===== config.mk =====
export PLATFORM = sky130hd
export DESIGN_NAME = seg7_readback
export DESIGN_NICKNAME = d
export VERILOG_FILES = /design/src/rtl/seg7_readback.sv
export SDC_FILE = /design/constraint.sdc
export NUM_CORES = 1
export LEC_CHECK = 0
export CORE_ASPECT_RATIO = 1.4
export CORE_UTILIZATION = 58
export CTS_CLUSTER_DIAMETER = 80
export CTS_CLUSTER_SIZE = 30
export DETAILED_ROUTE_END_ITERATION = 8
export PLACE_DENSITY = 0.89
export SYNTH_ARGS = -nofsm -noshare
export SYNTH_HDL_FRONTEND = slang
export SYNTH_SLANG_ARGS = --single-unit

===== constraint.sdc =====
create_clock -name clk -period 3.9 [get_ports clk]
set_clock_uncertainty 0.1 [all_clocks]
set_input_delay 0.39 -clock clk [delete_from_list [all_inputs] [get_ports clk]]
set_output_delay 0.39 -clock clk [all_outputs]
set_load 0.05 [all_outputs]

===== src/rtl/seg7_readback.sv =====
// Seven-segment bus read-back: debounces each multiplexed digit, decodes it to BCD and
// assembles full frames behind a valid/ready output. Define SEG_ACTIVE_LOW_EN for common-anode buses.
module seg7_readback #(
    parameter int DIGITS        = 4,
    parameter int STABLE_CYCLES = 4
) (
    input  logic                  clk,
    input  logic                  rst,
    input  logic [6:0]            sevenseg,
    input  logic [DIGITS-1:0]     digit_sel,
    output logic [4*DIGITS-1:0]   bcd_out,
    output logic [DIGITS-1:0]     blank_mask,
    output logic                  frame_err,
    output logic                  out_valid,
    input  logic                  out_ready,
    output logic                  pattern_err
);

    localparam int CW = (STABLE_CYCLES > 2) ? $clog2(STABLE_CYCLES) : 1;
    localparam logic [CW-1:0] CNT_MAX = CW'(STABLE_CYCLES - 1);
    localparam logic [CW-1:0] CNT_CAP = CW'(STABLE_CYCLES - 2);

    localparam logic [0:0] ST_EMPTY = 1'b0;
    localparam logic [0:0] ST_FULL  = 1'b1;

    logic [6:0] seg_in;
`ifdef SEG_ACTIVE_LOW_EN
    assign seg_in = ~sevenseg;
`else
    assign seg_in = sevenseg;
`endif

    logic [6+DIGITS:0] sample_reg;
    logic [CW-1:0]     cnt_reg;
    logic              sel_onehot;
    logic              same_sample;
    logic              capture;

    assign sel_onehot  = $onehot(digit_sel);
    assign same_sample = ({seg_in, digit_sel} == sample_reg);
    // Fires exactly once per stable window: the counter saturates at CNT_MAX afterwards.
    assign capture     = sel_onehot && same_sample && (cnt_reg == CNT_CAP);

    always_ff @(posedge clk or posedge rst) begin
        if (rst) begin
            sample_reg <= '0;
            cnt_reg    <= '0;
        end else begin
            sample_reg <= {seg_in, digit_sel};
            if (!sel_onehot || !same_sample)
                cnt_reg <= '0;
            else if (cnt_reg != CNT_MAX)
                cnt_reg <= cnt_reg + 1'b1;
        end
    end

    logic [3:0] dec_val;
    logic       dec_blank;
    logic       dec_inv;

    always_comb begin
        dec_val   = 4'hE;
        dec_blank = 1'b0;
        dec_inv   = 1'b0;
        case (seg_in)
            7'b1111110: dec_val = 4'd0;
            7'b0110000: dec_val = 4'd1;
            7'b1101101: dec_val = 4'd2;
            7'b1111001: dec_val = 4'd3;
            7'b0110011: dec_val = 4'd4;
            7'b1011011: dec_val = 4'd5;
            7'b1011111: dec_val = 4'd6;
            7'b1110000: dec_val = 4'd7;
            7'b1111111: dec_val = 4'd8;
            7'b1111011: dec_val = 4'd9;
            7'b0000000: begin
                dec_val   = 4'hF;
                dec_blank = 1'b1;
            end
            default: dec_inv = 1'b1;
        endcase
    end

    logic [DIGITS-1:0][3:0] slot_reg, slot_next;
    logic [DIGITS-1:0]      blank_reg, blank_next;
    logic [DIGITS-1:0]      mask_reg, mask_next;
    logic                   err_reg, err_next;
    logic [0:0]             state_reg;
    logic                   frame_done;
    logic                   load;

    genvar gi;
    generate
        for (gi = 0; gi < DIGITS; gi++) begin : g_slot
            assign slot_next[gi]  = (capture && digit_sel[gi]) ? dec_val   : slot_reg[gi];
            assign blank_next[gi] = (capture && digit_sel[gi]) ? dec_blank : blank_reg[gi];
        end
    endgenerate

    assign frame_done = &mask_reg;
    assign load       = frame_done && ((state_reg == ST_EMPTY) || out_ready);
    // A capture on the load edge already belongs to the next frame.
    assign mask_next  = (load ? '0 : mask_reg) | (capture ? digit_sel : '0);
    assign err_next   = (load ? 1'b0 : err_reg) | (capture && dec_inv);
    assign out_valid  = (state_reg == ST_FULL);

    always_ff @(posedge clk or posedge rst) begin
        if (rst) begin
            slot_reg    <= '0;
            blank_reg   <= '0;
            mask_reg    <= '0;
            err_reg     <= 1'b0;
            state_reg   <= ST_EMPTY;
            bcd_out     <= '0;
            blank_mask  <= '0;
            frame_err   <= 1'b0;
            pattern_err <= 1'b0;
        end else begin
            slot_reg    <= slot_next;
            blank_reg   <= blank_next;
            mask_reg    <= mask_next;
            err_reg     <= err_next;
            pattern_err <= capture && dec_inv;
            if (load) begin
                bcd_out    <= slot_reg;
                blank_mask <= blank_reg;
                frame_err  <= err_reg;
                state_reg  <= ST_FULL;
            end else if ((state_reg == ST_FULL) && out_ready) begin
                state_reg  <= ST_EMPTY;
            end
        end
    end

endmodule


== After elaboration in Yosys (flattened, before gate mapping) ==
Cells that the tools add are included.

* Flip-flop bits (word level): 61
* Logic and storage cells: 66

* Equality and inequality tests: 14
* Reductions and logical operators: 18
* Muxes and demuxes: 10
* Bitwise operators: 3
* Add/subtract/negate cells: 4

{| class="wikitable"
|+ Operators with widths
! cell !! number
|-
| == test 7 bit, second input constant || 8
|-
| case mux 4 bit (11 select lines) || 1
|-
| == test 7 x 6 -> 1 bit, second input constant || 2
|-
| == test 11 bit || 1
|-
| OR reduction 11 bit || 1
|-
| logical AND 1 bit || 9
|-
| 2-to-1 mux 4 bit || 2
|-
| logical NOT 7 bit || 1
|-
| 2-to-1 mux 1 bit || 5
|-
| adder 1 x 1 -> 2 bit || 2
|-
| 2-to-1 mux 2 bit || 2
|-
| OR 4 bit || 1
|-
| AND reduction 4 bit || 1
|-
| nonzero test 2 bit || 2
|-
| adder 2 x 2 -> 3 bit || 1
|-
| == test 3 x 1 -> 1 bit, second input constant || 1
|-
| adder 2 x 1 -> 2 bit, second input constant || 1
|-
| == test 2 bit, second input constant || 1
|-
| logical NOT 1 bit || 2
|-
| logical OR 1 bit || 2
|-
| inequality test 2 bit, second input constant || 1
|-
| NOT 1 bit || 1
|-
| OR 1 bit || 1
|}

== Longest topological paths before layout ==
Gate-level depths: netlist of run 1.

* Word-level depth: 7
* Depth in mapped cells: 10
* Gate-level depth less buffers: 10

== Least setup slack after synthesis of run 1 ==
Ideal clock, no wire load.

* Path type: in2reg
* From: in digit_sel[0]
* To: reg blank_reg[0]
* Required time: 3.672 ns
* Slack: 0.950 ns
* Path buffers: 0
* Data arrival time: 2.723 ns
* Stages on the path: 10
* Cell sequence: inv_1 -> fa_1 -> inv_1 -> ha_1 -> ha_1 -> or3b_1 -> nor4_1 -> and4_4 -> nand2_2 -> mux2_1

* Cells in the longest elaborated chain, start to end: 6
* Elaborated cells on any way between the ends: 7
* Classes of those cells: add/sub (2); eq/ne (2); reduce/logical (3)

{| class="wikitable"
|+ RTL lines
! element !! line !! text
|-
| start, declared || 10 || <nowiki>input logic [DIGITS-1:0] digit_sel,</nowiki>
|-
| adder 1 x 1 -> 2 bit (not written as such) || 39 || <nowiki>assign sel_onehot = $onehot(digit_sel);</nowiki>
|-
| adder 2 x 2 -> 3 bit (not written as such) || 39 ||
|-
| == test 3 x 1 -> 1 bit || 39 ||
|-
| logical AND 1 bit (2 in series) || 42 || <nowiki>assign capture = sel_onehot && same_sample && (cnt_reg == CNT_CAP);</nowiki>
|-
| logical AND 1 bit (*) || 96 || <nowiki>assign blank_next[gi] = (capture && digit_sel[gi]) ? dec_blank : blank_reg[gi];</nowiki>
|-
| end signal, assigned || 120 || <nowiki>blank_reg <= blank_next;</nowiki>
|-
| end, declared || 85 || <nowiki>logic [DIGITS-1:0] blank_reg, blank_next;</nowiki>
|}

Every way passes the cells marked *; elsewhere a longest branch is shown, timed or not.
A chain may end at the register's enable or synchronous reset.

== Final worst setup path of run 1 ==
* From: in digit_sel[0]
* To: reg blank_reg[2]

* Cells in the longest elaborated chain, start to end: 6
* Elaborated cells on any way between the ends: 7
* Classes of those cells: add/sub (2); eq/ne (2); reduce/logical (3)

{| class="wikitable"
|+ RTL lines
! element !! line
|-
| adder 1 x 1 -> 2 bit (not written as such) || 39
|-
| adder 2 x 2 -> 3 bit (not written as such) || 39
|-
| == test 3 x 1 -> 1 bit || 39
|-
| logical AND 1 bit (*) (2 in series) || 42
|-
| logical AND 1 bit (*) || 96
|}

Marks and branches as above.

==> flow_summary.toml, run 1 <==
[run_status]
status = "finished, final reports clean"

[die]
fp.dieArea_mm2 = 0.004958
die_h_um = 82.92
start_util_pct = 60.29
fp.dieW_um = 59.80
rows = 29
ioPinCount = 37
core_area_mm2 = 0.004499

[setup_path]
cp-end-kind = "flop"
path_class = "primary input to flop"
r2r-start = "sample_reg[7]"
reg2reg_depth = 5
r2r-end = "blank_reg[2]"
r2r_slack_ns = 1.92
worstPathRequired_ns = 4.01
crit_path_start_kind = "primary input"
arrival_ns = 3.50
critPathMaxFanout = 6

[final_layout]
final_util_pct = 73.86
layout.nets = 259
drive_gt1_share_pct = 28.98
final_cell_area_mm2 = 0.003323
area_growth_pct = 22.51
antenna_cells = 0

[yosys]
synth_most_common_cell = "dfrtp_1"
synth.largest_area_cell = "dfrtp_1"
avgSynthCellArea_um2 = 13.77
netlist_area_mm2 = 0.002713
synth-seq-area-share_pct = 56.27
yosysUniqueCellTypes = 42
ys_async_sr_fraction_pct = 100.0
synthCells = 197
synthesis.nets = 216
synth_area_leaders = "dfrtp_1 (56%), mux2_2 (13%), mux2_1 (4.2%)"
synth_edf_count = 0
synthFlopType = "dfrtp_1"
yosysWarnings = 0
ys_ff_latch = 61
synth_commonest_cells = "dfrtp_1 (61), mux2_2 (31), inv_1 (13), xor2_1 (12), mux2_1 (10)"
yosysTopAreaCellShare_pct = 56.27

[clock_network]
tritoncts = "built"
numCtsBuffers = 9
hold_buffers = 0
postCtsSetupRepairBufs = 0
worstSkewPairLatency_ns = 0.33
htreeDepth = 3
cts_resized = 0
cts_root_buf = "clkbuf_8"
numClockSinks = 61
clk_pin_slew_worst_paths_ns = 0.06
clock_path_buffers = 2

[drt]
drt_drc_violations_left = 0
vias = 1665
wl_per_cell_um = 15.95
dr.pass1.iters = 4
initialDrtViolationCount = 27
drt-total-wl_um = 4898
ant_nets = 0
vias_per_cell = 5.423

[timing]
fin_crit_ns = 3.392
max_freq_mhz = 294.8
finalHoldViolations = 0
slew_headroom_pct = 37.14
tns_ns = 0
drv_slew = 0
period_share_pct = 86.97
rsz0062_at_grt = "no"
worst_pin_slew_ns = 0.9415
setup-violations-final = 0

[global_route]
grt_max_degree = 48
antenna_found_initial = 0
grt_pass1_wl_um = 8335
grt_pass1_vias = 1768
overflow = 0
grt_usage_pct = 23.40

[worst_hold_path]
holdPathStages = 1
hp-start = "slot_reg[13]"
min-delay-path-class = "flop to flop"
hold_end = "slot_reg[13]"

[pwr]
vdd_drop_max_v = 0.0002545
power_density_mw_per_mm2 = 403.0
cellLeakagePower_uw = 0.001598

[run]
cap_violations = 0

[placed_design]
routabilityCongestion = 0.8030
post_dp_cell_area_mm2 = 0.003098
port-buffer-count = 36
dp_hpwl_um = 3394
-- layout make-up --
cell class / count / area (µm²)
Sequential cell: 61 / 1526
Fill cell: 294 / 1176
Multi-Input combinational cell: 115 / 1055
Timing Repair Buffer: 40 / 390.4
Clock buffer: 12 / 155.1
Tap cell: 62 / 77.57
Clock inverter: 4 / 70.07
Inverter: 13 / 48.80
-- cells by family (layout without fill, tap and decap cells) --
kind of cell               after synthesis  after routing  synth area share, %
muxes                                   41             41                17.02
buffers and inverters                   21             69                4.935
adders and majority gates                5              5                2.583
DFF                                     61             61                56.27
AOI/OAI and AO/OA                       16             16                4.705
xor gates and xnor gates                13             13                4.197
and+or+nand+nor                         40             40                10.29
-- cells in the final DEF, fill, tap and decap left out, types with 2 or more instances in the layout --
cell / synthesis / final
bufinv_16: 0 / 2
a21oi_1: 3 / 3
o21ai_0: 4 / 4
nand2_1: 5 / 5
buf_4: 0 / 4
nand2_2: 4 / 4
clkbuf_8: 1 / 11
or3b_1: 2 / 2
clkdlybuf4s50_1: 0 / 36
nor2_1: 3 / 3
nor3_1: 3 / 3
clkinv_2: 0 / 2
mux2_1: 10 / 10
nand2b_1: 2 / 2
nand3_1: 4 / 4
ha_1: 4 / 4
xor2_1: 12 / 12
inv_1: 13 / 12
mux2_2: 31 / 31
nor4_1: 3 / 3
dfrtp_1: 61 / 61
a21oi_2: 2 / 2
nand4_1: 2 / 2
-- report_power, final --
group | total [µW] | internal, µW | switching (µW) | leakage (µW)
Clock | 620 | 393 | 228 | 0.000116
Sequential | 641 | 639 | 2.69 | 0.000827
Combinational | 77.8 | 32.3 | 45.5 | 0.000655
Total | 1340 | 1060 | 276 | 0.00160
-- layer usage --
layer	track usage, %	vias to the layer above	part of all wire (%)
li1	-	769	-
met1	28.57	832	41
met2	36.67	52	53
met3	7.165	12	3.7
met4	11.63	0	2.6
met5	0	-	0
-- worst max-delay path by stage --
stage | from | to | slack (ns) | depth (start not counted)
global placement | digit_sel[0] | blank_reg[3] | 0.23 | 11
finish | digit_sel[0] | blank_reg[2] | 0.51 | 11
detailed placement | digit_sel[0] | blank_reg[2] | 0.16 | 11
global route | digit_sel[0] | blank_reg[2] | 0.42 | 11
floorplan | digit_sel[0] | blank_reg[0] | 0.95 | 10
CTS | digit_sel[0] | blank_reg[2] | 0.52 | 11
-- critical path, stage by stage --
cell             delay [ns]
clkdlybuf4s50_1        0.56
inv_1                  0.09
fa_1                   0.53
inv_1                  0.04
ha_1                   0.17
ha_1                   0.27
or3b_1                 0.39
nor4_1                 0.27
and4_4                 0.30
nand2_2                0.13
mux2_1                 0.35
-- per-stage QoR --
step	std cells	total power [µW]	hold WS [ns]	worst slack, ns
global placement	291	727.8	0.3706	0.2316
finish	307	1339	0.3899	0.5084
CTS	307	1355	0.3935	0.5195
detailed placement	291	730.6	0.3781	0.1559
floorplan	197	703.2	0.3214	0.9497
global route	307	1392	0.4122	0.4183
Note: power is estimated with default switching activity, not from simulation.
==> run 2: changes to the inputs <==
==> constraint.sdc (replaced) <==
create_clock -name clk -period 3.9 [get_ports clk]
set_clock_uncertainty 0.1 [all_clocks]
set_input_delay 0.78 -clock clk [delete_from_list [all_inputs] [get_ports clk]]
set_output_delay 0.78 -clock clk [all_outputs]
set_load 0.05 [all_outputs]
==> flow_summary.toml, run 2 (same netlist as run 1, synthesis figures left out) <==
[die]
ioPinCount = 37
fp.dieW_um = 59.80
rows = 29
core_area_mm2 = 0.004499
start_util_pct = 60.29
die_h_um = 82.92
fp.dieArea_mm2 = 0.004958

[drt]
vias_per_cell = 5.346
wl_per_cell_um = 15.54
vias = 1652
drt_drc_violations_left = 0
ant_nets = 0
dr.pass1.iters = 4
initialDrtViolationCount = 67
drt-total-wl_um = 4802

[clock_network]
worstSkewPairLatency_ns = 0.33
cts_root_buf = "clkbuf_8"
cts_resized = 0
tritoncts = "built"
hold_buffers = 0
numClockSinks = 61
clk_pin_slew_worst_paths_ns = 0.06
numCtsBuffers = 9
clock_path_buffers = 2
postCtsSetupRepairBufs = 0
htreeDepth = 3

[timing]
worst_pin_slew_ns = 0.8812
period_share_pct = 94.66
slew_headroom_pct = 41.17
finalHoldViolations = 0
fin_crit_ns = 3.692
drv_slew = 0
setup_ws_ns = 0.2084
setup-violations-final = 0
max_freq_mhz = 270.9
rsz0062_at_grt = "no"
holdWs_ns = 0.4019

[global_route]
grt_usage_pct = 22.14
antenna_found_initial = 0
overflow = 0
grt_max_degree = 45
grt_pass1_wl_um = 8004
grt_pass1_vias = 1695

[setup_path]
crit_path_start_kind = "primary input"
arrival_ns = 3.80
path_class = "primary input to flop"
reg2reg_depth = 5
cp-end-kind = "flop"
critPathMaxFanout = 6
worstPathRequired_ns = 4.01

[pwr]
power_density_mw_per_mm2 = 382.7
vdd_drop_max_v = 0.0002698
cellLeakagePower_uw = 0.001588

[final_layout]
fill_cells = 327
drive_gt1_share_pct = 29.15
layout.nets = 261
layout_common_cells = "dfrtp_1 (61), clkdlybuf4s50_1 (36), mux2_2 (31)"
final_cell_area_mm2 = 0.003306
antenna_cells = 0
area_growth_pct = 21.86
final_common_cell = "dfrtp_1"

[worst_hold_path]
holdPathStages = 1
min-delay-path-class = "flop to flop"

[placed_design]
routabilityCongestion = 0.8037
post_dp_cell_area_mm2 = 0.003113
post-place-ws_ns = -0.1275
dp_hpwl_um = 3443
port-buffer-count = 36

[run]
cap_violations = 0

[run_status]
status = "finished, final reports clean"
==> run 2: cell count changes in the layout (fill, tap and decap cells not counted), sizes merged <==
| cell | previous run | this run |
|---|---|---|
| buf | 4 | 6 |
| bufinv | 2 | 1 |
| clkinvlp | 0 | 1 |
==> run 2: cell type report <==
type	count	area, µm²	area share (%)
Multi-Input combinational cell	115	1055	31.91
Clock inverter	4	47.55	1.438
Inverter	13	48.80	1.476
Tap cell	62	77.57	2.347
Sequential cell	61	1526	46.18
Timing Repair Buffer	42	405.4	12.26
Clock buffer	12	145.1	4.391
==> run 2: final timing paths <==
kind                               start            to  slack, ns
setup reg to reg           sample_reg[3]  slot_reg[11]       1.90
hold reg to reg             blank_reg[1]  blank_reg[1]       0.40
hold / removal              blank_reg[1]  blank_reg[1]       0.40
setup / recovery            digit_sel[0]  slot_reg[11]       0.21
min in group asynchronous            rst     frame_err       0.85
max in group asynchronous            rst  slot_reg[11]       2.17
==> run 2: metrics by stage <==
step / TNS [ns] / cells / power [µW] / utilization, %
finish: 0 / 309 / 1265 / 73.47
global route: 0 / 309 / 1314 / 73.47
CTS: 0 / 309 / 1275 / 73.47
detailed placement: -1.573 / 293 / 731.9 / 69.19
global placement: -0.6948 / 293 / 729.3 / 69.19
floorplan: 0 / 197 / 703.2 / -
==> run 2: per-layer routing <==
layer  share of wire, %  vias to the layer above  global-route usage (%)
li1                   -                      771                       -
met1                 43                      844                   27.08
met2                 53                       28                   35.76
met3                2.4                        9                   6.231
met4                1.6                        0                   9.514
met5                  0                        -                       0
==> run 2: worst max-delay path, stage by stage <==
cell and delay (ns):
clkdlybuf4s50_1 0.48, inv_1 0.06, fa_1 0.52, inv_1 0.04
ha_1 0.17, ha_1 0.27, or3b_1 0.40, nor4_1 0.29
and4_4 0.30, nand2_2 0.14, mux2_1 0.35
==> run 2: power breakdown <==
group | leakage (µW) | switching, µW | internal [µW]
combinational | 0.000664 | 45.0 | 33.4
clock | 0.0000964 | 235 | 311
sequential | 0.000827 | 2.58 | 639
==> variant 1 (config.mk and constraints of run 1) <==
Remove the register `pattern_err`: a continuous assignment takes its place, so the output `pattern_err` follows one clock earlier.
--- a/src/rtl/seg7_readback.sv
+++ b/src/rtl/seg7_readback.sv
@@ -115,5 +115,4 @@
             blank_mask  <= '0;
             frame_err   <= 1'b0;
-            pattern_err <= 1'b0;
         end else begin
             slot_reg    <= slot_next;
@@ -121,5 +120,4 @@
             mask_reg    <= mask_next;
             err_reg     <= err_next;
-            pattern_err <= capture && dec_inv;
             if (load) begin
                 bcd_out    <= slot_reg;
@@ -133,4 +131,6 @@
     end
 
+    assign pattern_err = capture && dec_inv;
+
 endmodule
 
Check against the original RTL: not equivalent (Yosys sat finds a counterexample within 4 cycles, from zero or initial values and one cycle with rst high).
==> variant 1 against run 1 <==
- sequential cell count decreased by 1
- critical endpoint is now pattern_err
- design area decreased by 1.4%
- total power decreased by 5.9%
- area after synthesis decreased by 0.92%
- count of clock-buffer cells in the layout increased by 2
- worst setup slack got worse by 0.31 ns
- sequential power decreased by 2%
- clock power decreased by 11%
- wire length decreased by 11%
==> variant 1: results (changes against run 1) <==
- Commonest cells in the netlist: 60 x dfrtp_1, 31 x mux2_2, 13 x inv_1
- Synthesized area per cell: 13.7 sq um (-0.42%)
- DPL Wire Length: 3150 um (-7.3%)
- Cell Area, Placed: 0.00307 sq mm (-0.81%)
- Met2 usage: 0.340 (-0.0262)
- Layout cells sized above 1: 0.285 (-0.00467)
- Worst min path class: flop to flop
- First-pass GRT wire length: 7530 um (-9.7%)
- WP data arrival: 3.21 ns (-0.29 ns)
- Post-Synth Adder-Cell Area: 0.0261 (+0.000241)
- Mapped Nets: 215 (-0.46%)
- Placed insts: 287 (-1.4%)
- Detail Route met3 WL: 135 um (-25%)
- CP max FO: 4 (-2)
- Total GRT Usage: 0.215 (-0.0193)
- Maximum VDD drop: 0.289 mV (+14%)
- Wl on met1: 1950 um (-2.1%)
- Synth Area in Compound Gates: 0.0475 (+0.000438)
- Unique masters post-synth: 42 (unchanged)
- Main area contributors after synthesis: dfrtp_1 56%, mux2_2 13%, mux2_1 4.2%, xor2_1 3.9%, buf_6 2.5%
- Status: finished clean
- GPL Wtd Cong: 0.817 (+1.8%)
- Largest net degree at the start of global routing: 44 (-8.3%)
- Worst-margin pin slew: 0.854 ns (-0.0872 ns)
- Sw power: 256 uW (-7.1%)
- Vias in the first global route: 1,638 (-7.4%)
- Met1 Usage GRT: 0.260 (-0.0254)
- Register area: 0.00150 sq mm (-1.6%)
- Pre-CTS WS: 0.183 ns (+0.0269 ns)
- Drt wl/cell: 14.4 um (-9.7%)
- Layout Cells excl Fill: 302 (-1.6%)
- P per Cell Area: 385 mW/mm^2 (-4.5%)
- Seq power: 631 uW (-2%)
- Slowest CP cell: clkdlybuf4s50_1
- Clock Power: 554 uW (-11%)
- Fill count: 311 (+5.8%)
- Met2 wire length: 2150 um (-17%)
- Met3 usage: 0.0530 (-0.0187)
- Xor/xnor share of the synthesized area: 0.0424 (+0.000391)
- Sequential-to-total area share from yosys stat: 0.559 (-0.00407)
- Worst r2r src: sample_reg[3]$_DFF_PP0_
- Layout Nets: 257 (-0.77%)
- Leak: 1.57 nW (-1.7%)
- Number of DRC markers in iteration 0: 62 (+130%)
- Post-synthesis mux area share: 0.172 (+0.00158)
[variant 1: path summary, 6_finish.rpt]
check                                      endpoint  slack, ns  depth (start not counted)
max                                     pattern_err       0.20                         11
min                           out_valid$_DFFE_PP0P_       0.39                          2
max reg2reg                blank_reg[0]$_DFFE_PP0P_       1.99                          5
min reg2reg                   out_valid$_DFFE_PP0P_       0.39                          2
max in group asynchronous     mask_reg[2]$_DFF_PP0_       2.49                          3
min in group asynchronous  slot_reg[11]$_DFFE_PP0P_       0.46                          2
[variant 1: critical path: cells and delay by family]
| kind | cells | cell delay [ns] |
|---|---|---|
| and+or+nand+nor | 4 | 0.98 |
| adders and majority gates | 3 | 0.97 |
| buffers and inverters | 4 | 0.86 |
[variant 1: layout make-up]
class,instances,share of cell area
clock buffers,14,0.0527
clock inverters,1,0.00917
inverters,13,0.0149
multi-input cells,115,0.322
flip-flops and latches,60,0.458
well taps,60,0.0229
repair buffers,39,0.120
==> variant 2 (config.mk and constraints of run 1) <==
Made on the original files. `STABLE_CYCLES`: 4 -> 2.
--- a/src/rtl/seg7_readback.sv
+++ b/src/rtl/seg7_readback.sv
@@ -3,5 +3,5 @@
 module seg7_readback #(
     parameter int DIGITS        = 4,
-    parameter int STABLE_CYCLES = 4
+    parameter int STABLE_CYCLES = 2
 ) (
     input  logic                  clk,
Check against the original RTL: not equivalent (Yosys sat finds a counterexample within 4 cycles, from zero or initial values and one cycle with rst high).
==> variant 2 against run 1 <==
- sequential power is 1% lower
- register-to-register slack worse by 0.03 ns
- worst setup slack better by 0.16 ns
- sequential cell count is 1 lower
- total power is 14% lower
- clock power is 29% lower
- synthesized cell count is 6.6% lower
- design area is 6.5% lower
- area after synthesis is 5.8% lower
- wire length is 7.6% lower
- critical path type unchanged
- largest power group unchanged
==> variant 2: results (changes against run 1) <==
- Leak: 1.47 nW (-7.9%)
- Commonest cells in the netlist: 60 x dfrtp_1, 21 x mux2_2, 20 x mux2_1
- Maximum VDD drop: 0.317 mV (+24%)
- Sequential-to-total area share from yosys stat: 0.588 (+0.0249)
- Met1 Usage GRT: 0.292 (+0.00595)
- Met3 usage: 0.0741 (+0.00242)
- Status: finished clean
- Drt wl/cell: 15.6 um (-2.1%)
- GPL Wtd Cong: 0.786 (-2.2%)
- DPL Wire Length: 3180 um (-6.5%)
- Relative max-transition margin: 0.428 (+0.0561)
- Min-Delay Endpoint: slot_reg[9]$_DFFE_PP0P_
- Layout cells sized above 1: 0.196 (-0.0941)
- Vias after detailed routing: 1,545 (-7.2%)
- Reg2Reg Capture Point: slot_reg[6]$_DFFE_PP0P_
- Fill count: 289 (-1.7%)
- Unique masters post-synth: 38 (-9.5%)
- Met2 usage: 0.359 (-0.00805)
- HP Start: slot_reg[9]$_DFFE_PP0P_
- Layout Nets: 243 (-6.2%)
- Mapped Nets: 201 (-6.9%)
- Largest net degree at the start of global routing: 44 (-8.3%)
- R2r setup slk: 1.89 ns (-0.03 ns)
- Main area contributors after synthesis: dfrtp_1 59%, mux2_2 9.3%, mux2_1 8.8%, xnor2_1 3.1%, inv_1 1.6%
- Wl on met1: 1910 um (-3.8%)
- Number of DRC markers in iteration 0: 32 (+19%)
- Total GRT Usage: 0.230 (-0.00432)
- Hold Path Stages: 1 (unchanged)
- Met2 wire length: 2350 um (-9.5%)
variant 2: worst max path at each step:
stage,end,slack [ns],startpoint
global placement,slot_reg[7]$_DFFE_PP0P_,0.40,digit_sel[0]
detailed placement,slot_reg[4]$_DFFE_PP0P_,0.30,digit_sel[0]
global route,slot_reg[9]$_DFFE_PP0P_,0.47,digit_sel[0]
floorplan,blank_reg[0]$_DFFE_PP0P_,1.15,digit_sel[0]
CTS,slot_reg[10]$_DFFE_PP0P_,0.65,digit_sel[0]
finish,slot_reg[6]$_DFFE_PP0P_,0.66,digit_sel[0]
variant 2: kinds of logic (layout without fill, tap and decap cells):
group           after synthesis  in the layout  synth area share
compound gates               15             15            0.0367
xor+xnor                     11             11            0.0480
fa+ha+maj                     3              3            0.0176
buf+inv                      18             64            0.0362
flops                        60             60             0.588
mux                          41             41             0.181
simple gates                 36             36            0.0930
variant 2: area by class of cell:
class / count / area share
Inverter: 11 / 0.0133
Tap cell: 60 / 0.0242
Sequential cell: 60 / 0.483
Timing Repair Buffer: 38 / 0.121
Clock inverter: 3 / 0.00483
Clock buffer: 12 / 0.0435
Multi-Input combinational cell: 106 / 0.310
variant 2: power breakdown:
group,switching [mW],internal [mW]
registers,0.00418,0.630
clock network,0.216,0.224
logic,0.0413,0.0324
total,0.262,0.886
variant 2: through the flow:
step                hold slack [ns]  instances  cell area (sq um)  setup WS (ns)  utilization
finish                        0.396        290               3110          0.664        0.733
global route                  0.414        290               3110          0.471        0.733
CTS                           0.398        290               3110          0.653        0.733
detailed placement            0.384        275               2960          0.303        0.697
global placement              0.376        275               2960          0.397        0.697
floorplan                     0.321        184               2550           1.15            -
variant 2: worst max-delay path, delay by kind of cell:
kind	cells	cell delay [ns]
adders and majority gates	3	0.97
and+or+nand+nor	4	0.94
buffers and inverters	3	0.70
muxes	1	0.36
